<file path="config.mk">
export PLATFORM = sky130hd
export DESIGN_NAME = colour_fx_pipe
export DESIGN_NICKNAME = d
export VERILOG_FILES = /design/src/rtl/colour_fx_pipe.sv
export SDC_FILE = /design/constraint.sdc
export NUM_CORES = 1
export LEC_CHECK = 0
export ABC_AREA = 1
export CORE_MARGIN = 4
export CORE_UTILIZATION = 50
export CTS_BUF_LIST = sky130_fd_sc_hd__clkbuf_4 sky130_fd_sc_hd__clkbuf_8
export DETAILED_ROUTE_END_ITERATION = 10
export GPL_ROUTABILITY_DRIVEN = 0
export PLACE_DENSITY = 0.81
export SYNTH_ARGS = -nofsm -noshare
export SYNTH_HDL_FRONTEND = slang
export SYNTH_SLANG_ARGS = --single-unit
</file>
<file path="constraint.sdc">
create_clock -name clk -period 4.46 [get_ports clk]
set_clock_uncertainty 0.2 [all_clocks]
set_input_delay 0.892 -clock clk [delete_from_list [all_inputs] [get_ports clk]]
set_output_delay 0.892 -clock clk [all_outputs]
set_load 0.02 [all_outputs]
</file>
<file path="src/rtl/colour_fx_pipe.sv">
// colour_fx_pipe: frame-synchronous colour effects on a vid_io pixel stream with debounced button control.
// Define COLOUR_FX_FRAME_CNT_EN to add the o_frame_cnt vsync-rise counter port.
module colour_fx_pipe #(
  parameter int CH_WIDTH        = 8,
  parameter int DEBOUNCE_CYCLES = 1000000
) (
  input  logic                  clk,
  input  logic                  n_rst,
  input  logic [3*CH_WIDTH-1:0] i_vid_data,
  input  logic                  i_vid_hsync,
  input  logic                  i_vid_vsync,
  input  logic                  i_vid_VDE,
  output logic [3*CH_WIDTH-1:0] o_vid_data,
  output logic                  o_vid_hsync,
  output logic                  o_vid_vsync,
  output logic                  o_vid_VDE,
  input  logic [3:0]            btn,
  input  logic [3:0]            sw,
  output logic [2:0]            o_mode
`ifdef COLOUR_FX_FRAME_CNT_EN
  ,
  output logic [15:0]           o_frame_cnt
`endif
);
  localparam int DW = 3 * CH_WIDTH;
  localparam int CW = $clog2(DEBOUNCE_CYCLES + 1);
  localparam logic [CH_WIDTH-1:0] STEP    = CH_WIDTH'(1) << (CH_WIDTH - 4);
  localparam logic [CH_WIDTH-1:0] THR_RST = CH_WIDTH'(1) << (CH_WIDTH - 1);
  typedef enum logic [2:0] {BYPASS = 3'd0, SWAP = 3'd1, INVERT = 3'd2, GREY = 3'd3, BINARY = 3'd4} mode_t;
  logic [3:0] sync1_q, sync2_q, deb_q, deb_prev_q, press;
  logic [CW-1:0] cnt_q [4];
  mode_t mode_p_q, mode_p_d, mode_q;
  logic [2:0] perm_p_q, perm_q;
  logic [CH_WIDTH-1:0] thr_p_q, thr_p_d, thr_q;
  logic [DW-1:0] s1_data_q, perm_pix, fx;
  logic s1_hs_q, s1_vs_q, s1_de_q, commit, sw_unused;
  logic [CH_WIDTH-1:0] s1_g_q, c2, c1, c0, g_in, i2, i1, i0;
  logic [CH_WIDTH+1:0] g_sum;
  assign sw_unused = sw[3];
  assign press = deb_q & ~deb_prev_q;
  assign commit = i_vid_vsync & ~s1_vs_q;
  assign o_mode = mode_q;
  // Synchronise each button and flip its debounced level after DEBOUNCE_CYCLES consecutive disagreeing cycles.
  always_ff @(posedge clk) begin
    if (!n_rst) begin
      sync1_q <= '0;
      sync2_q <= '0;
      deb_q <= '0;
      deb_prev_q <= '0;
      for (int i = 0; i < 4; i++) cnt_q[i] <= '0;
    end else begin
      sync1_q <= btn;
      sync2_q <= sync1_q;
      deb_prev_q <= deb_q;
      for (int i = 0; i < 4; i++) begin
        if (sync2_q[i] == deb_q[i]) cnt_q[i] <= '0;
        else if (cnt_q[i] == CW'(DEBOUNCE_CYCLES - 1)) begin
          cnt_q[i] <= '0;
          deb_q[i] <= ~deb_q[i];
        end else cnt_q[i] <= cnt_q[i] + CW'(1);
      end
    end
  end
  // Next pending mode/threshold from this cycle's press events; btn1 reset beats btn0 step, btn2+btn3 cancel.
  always_comb begin
    mode_p_d = press[1] ? BYPASS : press[0] ? (mode_p_q == BINARY ? BYPASS : mode_t'(mode_p_q + 3'd1)) : mode_p_q;
    thr_p_d = (press[2] ^ press[3]) ? (press[2] ? thr_p_q + STEP : thr_p_q - STEP) : thr_p_q;
  end
  // Stage pending configuration every cycle and commit it to the active set only on a vsync rise.
  always_ff @(posedge clk) begin
    if (!n_rst) begin
      mode_p_q <= BYPASS;
      mode_q <= BYPASS;
      perm_p_q <= '0;
      perm_q <= '0;
      thr_p_q <= THR_RST;
      thr_q <= THR_RST;
    end else begin
      mode_p_q <= mode_p_d;
      thr_p_q <= thr_p_d;
      perm_p_q <= sw[2:0];
      if (commit) begin
        mode_q <= mode_p_d;
        thr_q <= thr_p_d;
        perm_q <= perm_p_q;
      end
    end
  end
  assign {i2, i1, i0} = i_vid_data;
  assign g_sum = {2'b00, i2} + {1'b0, i1, 1'b0} + {2'b00, i0};
  assign g_in = g_sum[CH_WIDTH+1:2];
  assign {c2, c1, c0} = s1_data_q;
  // Channel permutation of the stage-1 pixel; unused codes fall back to identity.
  always_comb begin
    case (perm_q)
      3'd1: perm_pix = {c1, c2, c0};
      3'd2: perm_pix = {c0, c1, c2};
      3'd3: perm_pix = {c2, c0, c1};
      3'd4: perm_pix = {c1, c0, c2};
      3'd5: perm_pix = {c0, c2, c1};
      default: perm_pix = s1_data_q;
    endcase
  end
  // Effect select driven by the active mode; blanked pixels are forced to zero.
  always_comb begin
    fx = mode_q == SWAP ? perm_pix :
         mode_q == INVERT ? ~s1_data_q :
         mode_q == GREY ? {3{s1_g_q}} :
         mode_q == BINARY ? {DW{s1_g_q >= thr_q}} : s1_data_q;
  end
  // Two-stage pipeline: stage 1 captures pixel, syncs and grey; stage 2 registers the effect output.
  always_ff @(posedge clk) begin
    if (!n_rst) begin
      s1_data_q <= '0;
      s1_hs_q <= 1'b0;
      s1_vs_q <= 1'b0;
      s1_de_q <= 1'b0;
      s1_g_q <= '0;
      o_vid_data <= '0;
      o_vid_hsync <= 1'b0;
      o_vid_vsync <= 1'b0;
      o_vid_VDE <= 1'b0;
    end else begin
      s1_data_q <= i_vid_data;
      s1_hs_q <= i_vid_hsync;
      s1_vs_q <= i_vid_vsync;
      s1_de_q <= i_vid_VDE;
      s1_g_q <= g_in;
      o_vid_data <= s1_de_q ? fx : '0;
      o_vid_hsync <= s1_hs_q;
      o_vid_vsync <= s1_vs_q;
      o_vid_VDE <= s1_de_q;
    end
  end
`ifdef COLOUR_FX_FRAME_CNT_EN
  logic [15:0] frame_q;
  assign o_frame_cnt = frame_q;
  // Count vsync rising edges, wrapping naturally at 16 bits.
  always_ff @(posedge clk) begin
    if (!n_rst) frame_q <= '0;
    else if (commit) frame_q <= frame_q + 16'd1;
  end
`endif
endmodule

</file>
==> results of run 1 <==
-- layer usage --
metal  global-route usage, %  vias to the layer above  wire length [um]
li1                        -                     4225                 -
met1                    23.9                     3589              8780
met2                    29.9                      246              9110
met3                    3.70                       43              1180
met4                    6.71                        0               396
met5                       0                        -                 0
-- layout make-up --
cell class	count	area [um^2]	share of cell area [%]
Tap cell	260	325	2.90
Clock buffer	21	270	2.41
Multi-Input combinational cell	942	4810	42.8
Timing Repair Buffer	69	676	6.02
Sequential cell	178	4360	38.9
Inverter	168	631	5.62
Clock inverter	11	150	1.34
-- where the power goes --
group / internal (mW) / leakage (nW) / switching, mW
combinational: 0.173 / 3.06 / 0.289
sequential: 1.78 / 1.63 / 0.0648
clock: 0.593 / 0.216 / 0.578
total: 2.55 / 4.90 / 0.932
-- Yosys cell counts (6+ instances only) --
cell type,n
nor2_4,11
nor2_1,116
a22oi_1,8
a21oi_1,75
o21ai_1,10
nand2_1,345
nand4_1,24
nand3_1,37
xor2_1,21
dfxtp_1,98
clkbuf_1,15
xnor2_1,11
nand3_2,6
nand2_2,11
o211ai_1,15
o21ai_0,62
ha_1,19
nor3b_1,13
nor3_1,24
inv_1,159
edfxtp_1,80
fa_1,9
nor2_2,9
inv_2,9
buf_2,14
-- through the flow --
step | hold slack [ns] | setup slack (ns) | cells
after floorplan | 0.190 | 1.71 | 1320
after global placement | 0.206 | 1.09 | 1617
after detailed placement | 0.208 | 1.03 | 1617
after CTS | 0.228 | 1.52 | 1649
after global routing | 0.236 | 1.32 | 1649
final | 0.223 | 1.51 | 1649
-- state kept, by name (all words and copies together), names as in the netlist, 4 cells and up --
signal,cells
thr_q,4
cnt_q,80
sync1_q,4
deb_prev_q,4
sync2_q,4
s1_g_q,8
thr_p_q,4
o_vid_data,24
s1_data_q,24
deb_q,4
-- cells in the final DEF (no fill, tap or decap), types with 13 or more instances in the layout --
cell type	Yosys	routed
nor3b_1	13	13
conb_1	1	80
o211ai_1	15	15
edfxtp_1	80	80
nand2_1	345	345
ha_1	19	19
clkbuf_8	0	18
nor2_1	116	116
nand3_1	37	37
inv_1	159	159
nor3_1	24	24
o21ai_0	62	62
xor2_1	21	21
clkdlybuf4s50_1	0	64
nand4_1	24	24
dfxtp_1	98	98
a21oi_1	75	75
-- worst max-delay path by stage --
stage                       start   endpoint  slack, ns  depth (start not counted)
detailed placement  i_vid_data[1]  s1_g_q[5]       1.03                         12
floorplan           i_vid_data[1]  s1_g_q[5]       1.71                         11
global route        i_vid_data[1]  s1_g_q[5]       1.32                         12
global placement    i_vid_data[1]  s1_g_q[5]       1.09                         12
finish              i_vid_data[1]  s1_g_q[5]       1.51                         12
CTS                 i_vid_data[1]  s1_g_q[5]       1.52                         12
-- cell families (layout without fill, tap and decap cells) --
| logic type | after synthesis | after routing | synth area share, % |
|---|---|---|---|
| AND/OR/NAND/NOR | 619 | 619 | 29.0 |
| buffers and inverters | 200 | 269 | 8.08 |
| AO/OA/AOI/OAI | 182 | 182 | 10.3 |
| flip-flops | 178 | 178 | 45.2 |
| XOR/XNOR | 32 | 32 | 2.90 |
| adder cells (fa/ha/maj) | 28 | 28 | 4.33 |
| other | 1 | 80 | 0.0388 |
| multiplexers | 1 | 1 | 0.104 |
-- worst max-delay path, stage by stage --
cell	delay, ns
clkdlybuf4s50_1	0.48
inv_1	0.07
fa_1	0.54
nor2_1	0.07
fa_1	0.39
nand3_1	0.10
nand2_1	0.11
nand2_1	0.09
nand2_1	0.05
a21oi_1	0.16
o21ai_0	0.09
a21oi_1	0.11
==> impl_metrics.py, run 1 <==
metrics = {
    "status": {
        "outcome": "complete, no violations",
    },
    "cts": {
        "cts_setup_buffers": 0,
        "clock-root-buffer": "clkbuf_8",
        "cts.clk_slew.worst_paths_ns": 0.08,
        "cts.repair.resized": 0,
        "htree_levels": 4,
        "clk_path_buf_depth": 2,
        "cts_tree": "yes",
        "numCtsBuffers": 17,
        "cts_hold_buf": 0,
        "insertion_delay_ns": 0.47,
        "cts_num_sinks": 178,
    },
    "placement": {
        "portBuffers": 65,
        "dp_hpwl_mm": 14.5,
        "post_dp_cell_area_mm2": 0.0108,
    },
    "drt": {
        "firstDrtPassIters": 10,
        "wl_mm": 19.5,
        "drc": 0,
        "routed_via_density": 4.91,
        "vias": 8103,
        "detail_route.iter0.violations": 501,
        "drt-wirelength-per-cell_um": 11.8,
        "antenna_left": 0,
    },
    "cells_and_area": {
        "fin_util_pct": 59.6,
        "num-fill-cells": 1656,
        "final_area_mm2": 0.0112,
        "drive_gt1_share_pct": 6.84,
        "nNetsFinal": 1441,
        "diodes": 0,
        "areaGrowthSynthToFinish_pct": 16.3,
    },
    "synthesis": {
        "yosysTopAreaCell": "edfxtp_1",
        "synth_area_per_cell_um2": 7.78,
        "synth_seq_cells": 178,
        "yosys-top-cells-area": "edfxtp_1, dfxtp_1, nand2_1",
        "synth_enable_flop_cells": 80,
        "syn_area_mm2": 0.00965,
        "ys.flop_type": "dfxtp_1",
        "post_synth_num_cell_types": 46,
        "synth_cells": 1241,
        "yosys_warnings": 0,
        "ys_seq_area_share_pct": 45.2,
        "synth-async-reset-ratio_pct": 0,
        "synth_top_area_share_pct": 24.9,
    },
    "worst_setup_path": {
        "ff2ff_setup_slack_ns": 2.11,
        "path_class": "primary input to flip-flop",
        "worst-endpoint-required_ns": 4.66,
        "cp-end-kind": "flip-flop",
        "rr_worst_depth": 6,
        "reg2reg_from": "o_mode[1]",
        "worstSetupStartpointType": "primary input",
        "arrival_ns": 3.15,
        "r2r_end": "o_vid_data[4]",
        "crit_fanout": 4,
    },
    "floorplan": {
        "rows": 50,
        "dieArea_mm2": 0.0216,
        "die_y_um": 147,
        "ioPinCount": 67,
        "initial_utilization_pct": 51.3,
        "core-area_mm2": 0.0188,
        "die_w_um": 147,
    },
    "timing": {
        "drv_slew": 0,
        "slew_headroom_pct": 31.3,
        "worst_slew_pin_slew_ns": 1.03,
        "post-route-period-util_pct": 66.2,
        "rsz0062_at_grt": "no",
        "setup_violations": 0,
        "tns_ns": 0,
        "report.final.hold_viol_count": 0,
        "max_freq_mhz": 339,
        "min_period_ns": 2.95,
    },
    "hold_path": {
        "hp-start": "s1_hs_q",
        "min_path_cells": 2,
        "min_to": "o_vid_hsync",
        "hp-class": "flip-flop to flip-flop",
    },
    "grt": {
        "grt_pass1_vias": 7414,
        "grt_first_pass_wirelength_mm": 33.0,
        "track_usage_pct": 18.2,
        "grt_max_degree": 41,
        "grt-ovfl-total": 0,
        "antenna_found_initial": 0,
    },
    "power_and_ir_drop": {
        "powerDensity_mw_per_mm2": 310,
        "vdd_drop_max_mv": 0.207,
        "report.power.total_mw": 3.48,
        "p_leak_nw": 4.90,
    },
    "flow_run": {
        "maxCapViolCount": 0,
    },
}
Power figures use the tool's default switching activity.
==> run 2: changes to the inputs <==
--- a/config.mk
+++ b/config.mk
@@ -11,7 +11,7 @@
 export CTS_BUF_LIST = sky130_fd_sc_hd__clkbuf_4 sky130_fd_sc_hd__clkbuf_8
 export DETAILED_ROUTE_END_ITERATION = 10
 export GPL_ROUTABILITY_DRIVEN = 0
-export PLACE_DENSITY = 0.81
+export PLACE_DENSITY = 0.84
 export SYNTH_ARGS = -nofsm -noshare
 export SYNTH_HDL_FRONTEND = slang
 export SYNTH_SLANG_ARGS = --single-unit
==> constraint.sdc (replaced) <==
create_clock -name clk -period 2.69 [get_ports clk]
set_clock_uncertainty 0.2 [all_clocks]
set_input_delay 0.538 -clock clk [delete_from_list [all_inputs] [get_ports clk]]
set_output_delay 0.538 -clock clk [all_outputs]
set_load 0.02 [all_outputs]
==> impl_metrics.py, run 2 (synthesized netlist as in run 1, its figures left out) <==
metrics = {
    "status": {
        "outcome": "finished, violations left",
        "violations": "design-rule violations",
    },
    "grt": {
        "grt-ovfl-total": 0,
        "grt_max_degree": 45,
        "grt_first_pass_wirelength_mm": 35.2,
        "track_usage_pct": 19.4,
        "grt_pass1_vias": 7935,
        "antenna_found_initial": 0,
    },
    "cts": {
        "cts_num_sinks": 178,
        "clk_path_buf_depth": 2,
        "cts_setup_buffers": 0,
        "cts.repair.resized": 0,
        "cts_tree": "yes",
        "numCtsBuffers": 17,
        "cts_hold_buf": 0,
        "clock-root-buffer": "clkbuf_8",
        "cts.clk_slew.worst_paths_ns": 0.08,
        "htree_levels": 4,
        "insertion_delay_ns": 0.47,
    },
    "placement": {
        "portBuffers": 65,
        "dp_hpwl_mm": 15.4,
        "pre_cts_ws_ns": -0.336,
        "post_dp_cell_area_mm2": 0.0110,
    },
    "power_and_ir_drop": {
        "vdd_drop_max_mv": 0.359,
        "report.power.total_mw": 5.70,
        "powerDensity_mw_per_mm2": 500,
        "p_leak_nw": 5.02,
    },
    "timing": {
        "slew_headroom_pct": 43.5,
        "fin_ws_ns": 0.140,
        "setup_violations": 0,
        "hold_slack_ns": 0.225,
        "report.final.hold_viol_count": 0,
        "max_freq_mhz": 392,
        "post-route-period-util_pct": 94.8,
        "worst_slew_pin_slew_ns": 0.824,
        "min_period_ns": 2.55,
        "drv_slew": 0,
    },
    "worst_setup_path": {
        "arrival_ns": 2.75,
        "slowest_delay_ns": 0.53,
        "crit_top_cell": "nand2_1",
        "crit_fanout": 2,
        "cp-end-kind": "flip-flop",
        "worstPathCellList": "clkdlybuf4s50_1 -> inv_1 -> fa_1 -> nor2_1 -> fa_1 -> nand3_1 -> nand2_1 -> nand2_1 -> nand2_1 -> a21oi_2 -> o21ai_0 -> a21oi_1",
        "worst-endpoint-required_ns": 2.89,
        "worstSetupStartpointType": "primary input",
        "path_class": "primary input to flip-flop",
        "crit_buf_inv": 2,
        "critPathSlowestCell": "fa_1",
        "path_delay_family": "adder cells",
    },
    "cells_and_area": {
        "final_cell_mix": "nand2_1, inv_1, nor2_1, dfxtp_1",
        "final_area_mm2": 0.0114,
        "areaGrowthSynthToFinish_pct": 18.0,
        "drive_gt1_share_pct": 8.55,
        "largest_register_ffs": 80,
        "final_common_cell": "nand2_1",
        "reg_top3": "cnt_q x80, o_vid_data x24, s1_data_q x24",
        "top_register": "cnt_q",
        "nNetsFinal": 1467,
        "multi_input_area_mm2": 0.00481,
        "num-fill-cells": 1684,
        "diodes": 0,
        "regArea_mm2": 0.00436,
    },
    "flow_run": {
        "maxCapViolCount": 0,
    },
    "drt": {
        "wl_mm": 20.6,
        "firstDrtPassIters": 10,
        "drc": 2,
        "detail_route.iter0.violations": 620,
        "vias": 8397,
        "drt-wirelength-per-cell_um": 12.3,
        "antenna_left": 0,
        "routed_via_density": 5.01,
    },
    "floorplan": {
        "rows": 50,
        "ioPinCount": 67,
        "initial_utilization_pct": 51.3,
        "die_y_um": 147,
        "die_w_um": 147,
        "dieArea_mm2": 0.0216,
        "core-area_mm2": 0.0188,
    },
    "hold_path": {
        "hp-class": "flip-flop to flip-flop",
    },
}
-- run 2: cell type report --
class	count	share of cell area, %
Timing Repair Buffer	95	7.65
Inverter	168	5.54
Multi-Input combinational cell	942	42.2
Clock inverter	10	0.945
Clock buffer	22	2.44
Sequential cell	178	38.3
Tap cell	260	2.86
-- run 2: worst paths after layout --
| kind | start | end | slack [ns] | depth (start not counted) |
|---|---|---|---|---|
| max | i_vid_data[1] | s1_g_q[5] | 0.14 | 12 |
| min | sync1_q[0] | sync2_q[0] | 0.23 | 2 |
| max reg2reg | cnt_q[3][0] | cnt_q[3][11] | 0.45 | 6 |
| min reg2reg | sync1_q[0] | sync2_q[0] | 0.23 | 2 |
-- run 2: report_power, final --
part | leakage (nW) | internal, mW | switching (mW)
clock network | 0.203 | 0.884 | 0.918
logic | 3.18 | 0.329 | 0.503
registers | 1.63 | 2.95 | 0.110
-- run 2: tightest hold or removal path: stages (launching register included) --
cell     delay [ns]
dfxtp_1        0.30
nand2_1        0.05
inv_1          0.04
-- run 2: metal layers --
layer / GRT usage [%] / wire length, um / up-vias
li1: - / - / 4273
met1: 24.2 / 8840 / 3758
met2: 33.2 / 9810 / 314
met3: 4.23 / 1380 / 52
met4: 7.46 / 547 / 0
met5: 0 / 0 / -
-- run 2: stage by stage --
stage	utilization, %	setup TNS, ns	instances
4_1_cts	60.4	0	1675
6_report	60.5	0	1675
2_1_floorplan	-	0	1320
3_5_place_dp	58.4	-1.23	1643
5_1_grt	60.5	-0.0252	1675
3_3_place_gp	58.4	-0.748	1643
